<file path="src/rtl/line_clear.sv">
// Line-clear engine: scans the board bottom-up, shifts rows above each full row down, clears the top row.
// Optional LINE_CLEAR_COUNT_EN enables the saturating lines_cleared counter; otherwise it reads constant 0.
module line_clear #(
  parameter int COLS = 10,
  parameter int ROWS = 24
) (
  input  logic       clk,
  input  logic       reset,
  input  logic       start,
  input  logic [5:0] ram_Q,
  output logic [7:0] ram_addr,
  output logic [5:0] ram_data,
  output logic       ram_wren,
  output logic       busy,
  output logic       done,
  output logic [2:0] lines_cleared,
  output logic [2:0] o_dbg_state
);

  localparam int XW = $clog2(COLS + 1);
  localparam int YW = $clog2(ROWS);
  localparam logic [XW-1:0] X_LAST = XW'(COLS - 1);
  localparam logic [XW-1:0] X_END  = XW'(COLS);
  localparam logic [YW-1:0] Y_BOT  = YW'(ROWS - 1);

  typedef enum logic [2:0] {
    IDLE    = 3'd0,
    SCAN    = 3'd1,
    COPY_RD = 3'd2,
    COPY_WR = 3'd3,
    CLR_TOP = 3'd4,
    DONE    = 3'd5
  } state_t;

  state_t          r_state, w_state_n;
  logic [YW-1:0]   r_y, w_y_n;
  logic [YW-1:0]   r_r, w_r_n;
  logic [XW-1:0]   r_x, w_x_n;
  logic            r_full, w_full_n;
  logic            w_occ;

  function automatic logic [7:0] cell_addr(input int row, input int col);
    return 8'(row * COLS + col);
  endfunction

  assign w_occ       = |ram_Q;
  assign o_dbg_state = r_state;

  always_ff @(posedge clk or posedge reset) begin
    if (reset) begin
      r_state <= IDLE;
      r_y     <= '0;
      r_r     <= '0;
      r_x     <= '0;
      r_full  <= 1'b0;
    end else begin
      r_state <= w_state_n;
      r_y     <= w_y_n;
      r_r     <= w_r_n;
      r_x     <= w_x_n;
      r_full  <= w_full_n;
    end
  end

  // Handshake: start is sampled only in IDLE; busy stays high from that edge
  // through the single-cycle done pulse, and start is ignored while busy.
  always_comb begin
    w_state_n = r_state;
    w_y_n     = r_y;
    w_r_n     = r_r;
    w_x_n     = r_x;
    w_full_n  = r_full;
    ram_addr  = 8'd0;
    ram_data  = 6'd0;
    ram_wren  = 1'b0;
    busy      = 1'b1;
    done      = 1'b0;
    case (r_state)
      IDLE: begin
        busy = 1'b0;
        if (start) begin
          w_y_n     = Y_BOT;
          w_x_n     = '0;
          w_full_n  = 1'b1;
          w_state_n = SCAN;
        end
      end
      SCAN: begin
        if (r_x != X_END) ram_addr = cell_addr(int'(r_y), int'(r_x));
        // Read data lags the address by one cycle, so x=0 carries no data yet.
        if (r_x != '0) w_full_n = r_full & w_occ;
        if (r_x == X_END) begin
          w_x_n    = '0;
          w_full_n = 1'b1;
          if (r_full && w_occ) begin
            w_r_n     = r_y;
            w_state_n = (r_y == '0) ? CLR_TOP : COPY_RD;
          end else if (r_y == '0) begin
            w_state_n = DONE;
          end else begin
            w_y_n = r_y - 1'b1;
          end
        end else begin
          w_x_n = r_x + 1'b1;
        end
      end
      COPY_RD: begin
        ram_addr  = cell_addr(int'(r_r) - 1, int'(r_x));
        w_state_n = COPY_WR;
      end
      COPY_WR: begin
        ram_addr  = cell_addr(int'(r_r), int'(r_x));
        ram_data  = ram_Q;
        ram_wren  = 1'b1;
        w_state_n = COPY_RD;
        if (r_x == X_LAST) begin
          w_x_n = '0;
          if (r_r == YW'(1)) w_state_n = CLR_TOP;
          else               w_r_n     = r_r - 1'b1;
        end else begin
          w_x_n = r_x + 1'b1;
        end
      end
      CLR_TOP: begin
        ram_addr = cell_addr(0, int'(r_x));
        ram_wren = 1'b1;
        if (r_x == X_LAST) begin
          // Same y is rescanned so a row that just dropped into place is caught.
          w_x_n     = '0;
          w_full_n  = 1'b1;
          w_state_n = SCAN;
        end else begin
          w_x_n = r_x + 1'b1;
        end
      end
      DONE: begin
        done      = 1'b1;
        w_state_n = IDLE;
      end
      default: begin
        busy      = 1'b0;
        w_state_n = IDLE;
      end
    endcase
  end

`ifdef LINE_CLEAR_COUNT_EN
  logic [2:0] r_lines;
  logic       w_lines_clr;
  logic       w_lines_inc;

  always_comb begin
    w_lines_clr = (r_state == IDLE) && start;
    w_lines_inc = (r_state == SCAN) && (r_x == X_END) && r_full && w_occ;
  end

  always_ff @(posedge clk or posedge reset) begin
    if (reset)                                r_lines <= 3'd0;
    else if (w_lines_clr)                     r_lines <= 3'd0;
    else if (w_lines_inc && r_lines != 3'd7)  r_lines <= r_lines + 3'd1;
  end

  assign lines_cleared = r_lines;
`else
  assign lines_cleared = 3'd0;
`endif

endmodule

</file>
<file path="config.mk">
export PLATFORM = sky130hd
export DESIGN_NAME = line_clear
export DESIGN_NICKNAME = d
export VERILOG_FILES = /design/src/rtl/line_clear.sv
export SDC_FILE = /design/constraint.sdc
export NUM_CORES = 1
export LEC_CHECK = 0
export CORE_ASPECT_RATIO = 1.25
export CORE_MARGIN = 1.5
export CORE_UTILIZATION = 45
export CTS_BUF_LIST = sky130_fd_sc_hd__clkbuf_16
export CTS_CLUSTER_SIZE = 24
export DETAILED_ROUTE_END_ITERATION = 10
export PLACE_DENSITY = 0.67
export SLEW_MARGIN = 20
export SYNTH_ARGS = -nofsm -noshare
export SYNTH_HDL_FRONTEND = slang
export SYNTH_SLANG_ARGS = --single-unit
</file>
<file path="constraint.sdc">
create_clock -name clk -period 4 [get_ports clk]
set_input_delay 0.4 -clock clk [delete_from_list [all_inputs] [get_ports clk]]
set_output_delay 0.4 -clock clk [all_outputs]
set_load 0.005 [all_outputs]
</file>
==> Implementation_results.wiki <==
{| class="wikitable"
! Metric !! Value
|-
| Vertical die dimension || 85.2 µm
|-
| Most common cell after layout, fill and taps aside || nor2_1
|-
| Via count of the first global-routing pass || 2262
|-
| # fillers || 505
|-
| Met2 global-route usage || 39.9%
|-
| Fraction of final layout cells with drive strength greater than 1 || 8.84%
|-
| Number of cells in the design after placement || 386
|-
| Number of synthesized flops with an enable pin || 0
|-
| Fin. max-slew vios || 0
|-
| Area growth, synth to finish || 19.4%
|-
| Worst vdd ir || 0.000562 V
|-
| Sequential-to-total area share from yosys stat || 18.5%
|-
| Overall die area || 5860 µm²
|-
| DRC viols || 0
|-
| Number of buffers inserted for hold repair after clock tree synthesis || 0
|-
| Maximum achievable frequency || 0.258 GHz
|-
| Core area || 5150 µm²
|-
| Kind of cell with the highest combined delay on the critical path || adder cells
|-
| Routed vias/inst || 5.93
|-
| Clock tree from TritonCTS || done
|-
| Slowest CP cell || fa_2
|-
| Post-synthesis average cell area || 8.16 µm²
|-
| Power per cell area || 937 nW/µm²
|-
| Count of TritonRoute iterations in the first routing pass || 4
|-
| Setup ws final || 0.131 ns
|-
| Final total power || 2.72 mW
|-
| Number of synthesis warnings || 0
|-
| DR iter-0 viols || 113
|-
| Starting Density || 47.2%
|-
| Core utilization of the finished layout || 56.4%
|-
| Largest net degree at the start of global routing || 32
|-
| Number of standard cells in the final layout excluding fillers || 390
|-
| Cell count of the worst hold path || 2
|-
| # Max-Cap Violations || 0
|-
| Grt total ovfl || 0
|-
| Final HPWL DP || 4.96 mm
|-
| TritonCTS Buffers || 3
|-
| Hold-critical path endpoint || r_full
|-
| Hold Worst Slack || 0.530 ns
|-
| Beginning of the worst hold path || r_full
|-
| Port-buffer cells || 28
|-
| Number of cell rows || 29
|-
| Startpoint kind of the worst setup timing path || register
|-
| Total length of routed wires || 6.44 mm
|-
| Wire length of the first global-routing pass || 10.5 mm
|-
| Commonest cells after routing, fill and taps aside || nor2_1 (37), ha_1 (31), clkdlybuf4s50_1 (26), a21oi_1 (23), nand2_1 (19)
|-
| Maximum fanout count along the critical path || 4
|-
| Number of failing setup endpoints in the final timing report || 0
|-
| Met3 demand-to-capacity share in global routing || 2.79%
|-
| Antenna Violating Nets Remaining || 0
|-
| Vias post-DR || 2312
|-
| Net count, final || 376
|-
| Clock H-tree levels || 1
|-
| Final Hold Fails || 0
|-
| Period minus WS final || 3.87 ns
|-
| Leakage Power || 1.31 nW
|-
| Global routing usage on met1 || 29.0%
|-
| Antenna violations before repair || 0
|-
| Mapped cell area || 2430 µm²
|-
| Run status || finished clean
|-
| Cell at the root of the clock tree || clkbuf_16
|-
| Clock skew || 0.00493 ns
|-
| Relative slew slack || 47.5%
|-
| Mapped Cells || 298
|-
| Crit Reg-Reg Endpoint || r_y[1]
|-
| Io pins || 32
|-
| ANT cells || 0
|-
| Number of buffers on the longest clock path || 2
|-
| Clock edge transition at the registers on the reported setup and hold paths || 0.05 ns
|-
| Register cell area after layout || 450 µm²
|-
| Tcrit/Tclk final || 96.7%
|-
| Footprint of the multi-input gates || 1870 µm²
|-
| Most common flop cell mapped by yosys || dfrtp_1
|-
| Global placement routability congestion || 0.824
|-
| Start-to-end type of the worst setup path || reg -> out
|-
| Floorplan die width || 68.8 µm
|-
| Worst slack, placed || -0.0112 ns
|-
| Reg2reg setup slack || 1.94 ns
|-
| Worst hold-check path type || reg -> reg
|-
| Worst-path cell chain || or2_2 > nor2_1 > xor2_1 > ha_1 > ha_1 > fa_2 > buf_4 > xnor2_1 > nor2_1 > o32ai_1 > clkdlybuf4s50_1
|-
| Actual transition at the worst max-transition pin || 0.787 ns
|-
| Clock latency of the later-clocked register in the worst-skew pair || 0.25 ns
|-
| Depth of the most critical reg-to-reg path || 7
|-
| Number of synthesized register bits || 18
|-
| Stage delay of the slowest cell on the critical path || 0.55 ns
|-
| Most Crowded Layer GR || met2
|-
| Origin of the critical flop-to-flop path || r_y[0]
|-
| Routed len/inst || 16.5 µm
|-
| Distinct cells, synth || 59
|-
| FFs w/ async S/R, synth || 100%
|-
| CP Data Required Time || 3.60 ns
|-
| Data arrival time of the critical path || 3.47 ns
|-
| Worst Path Buf+Inv || 2
|-
| Crit end category || primary output
|-
| Overall track demand over capacity in global routing || 23.7%
|-
| CTS sink count || 18
|}
-- worst register-to-register path, stage by stage (launching register included) --
cell       delay (ns)
dfrtp_1          0.46
inv_1            0.14
ha_1             0.17
nor4b_1          0.56
a2111oi_2        0.14
a21oi_1          0.31
nor2_1           0.09
a21oi_1          0.12
-- cell type report --
class	count	share of cell area (%)
Multi-Input combinational cell	254	64.5
Sequential cell	18	15.5
Timing Repair Buffer	43	13.4
Tap cell	62	2.67
Clock buffer	3	2.58
Inverter	10	1.29
-- registers in the layout, summed over array words and instances, names as in the netlist --
| name | count |
|---|---|
| r_r | 5 |
| o_dbg_state | 3 |
| r_y | 5 |
| r_full | 1 |
| r_x | 4 |
-- layer usage --
metal,part of all wire [%],routed length [µm],up-vias
met5,0,0,-
met2,49,3180,61
li1,-,-,1137
met4,4.3,275,0
met3,3.3,211,19
met1,43,2770,1095
-- repair_timing --
action | CTS | global route
pin swaps | 0 | 3
endpoints found under the hold margin | 0 | 0
setup buffers | 0 | 1
gates resized for setup | 3 | 5
setup endpoints to repair | 1 | 3
-- cell families (layout without fill, tap and decap cells) --
family	count (synthesis)	after routing	share of synthesized area, %
AO/OA/AOI/OAI	77	77	21.5
multiplexers	2	2	0.823
XOR/XNOR	25	25	9.57
flip-flops	18	18	18.5
AND/OR/NAND/NOR	110	110	23.2
other	1	3	0.154
adder cells (fa/ha/maj)	37	37	20.9
buffers and inverters	28	56	5.40
-- worst max-delay path by stage --
stage / start / end / slack (ns) / cells after the start
final: r_r[0] / ram_addr[5] / 0.13 / 11
after floorplan: r_r[0] / ram_addr[7] / 0.41 / 12
after global placement: r_r[1] / ram_addr[7] / 0.10 / 12
after global routing: r_r[1] / ram_addr[5] / -0.009 / 11
after detailed placement: r_r[1] / ram_addr[7] / -0.01 / 12
after CTS: r_r[1] / ram_addr[7] / 0.002 / 12
-- Yosys cell counts, types with 2 or more instances --
cell type  count  area (µm²)
o211ai_1       2        15.0
xor2_1        12         105
inv_1         10        37.5
nor4b_1        2        17.5
o32ai_1        3        26.3
ha_1          31         388
nand2b_1       3        18.8
xnor2_1       12         105
buf_1          2        7.51
o22ai_1        5        31.3
nand2_1       19        71.3
buf_4          4        30.0
fa_1           6         120
buf_2          2        10.0
dfrtp_1       18         450
o31ai_1        4        30.0
clkbuf_1       8        30.0
o41ai_1        2        17.5
nor2b_1        6        37.5
o21a_1         3        22.5
o21ai_0       15        75.1
nor3_1        12        60.1
a21oi_1       23         115
mux2i_1        2        20.0
or3_1          2        12.5
nor2_1        37         139
nand4bb_1      2        22.5
or2_2          2        12.5
a21o_1         7        52.6
nand3_1        6        30.0
and3_1         8        50.1
-- per-stage QoR --
step / area (µm²) / setup TNS, ns
floorplan: 2440 / 0
global placement: 2810 / 0
detailed placement: 2810 / -0.0112
CTS: 2890 / 0
global route: 2910 / -0.00870
finish: 2910 / 0
-- where the power goes --
part	internal, mW	switching [mW]
registers	0.239	0.111
logic	1.06	1.11
clock network	0.132	0.0709
(Power assumes the default switching activity.)
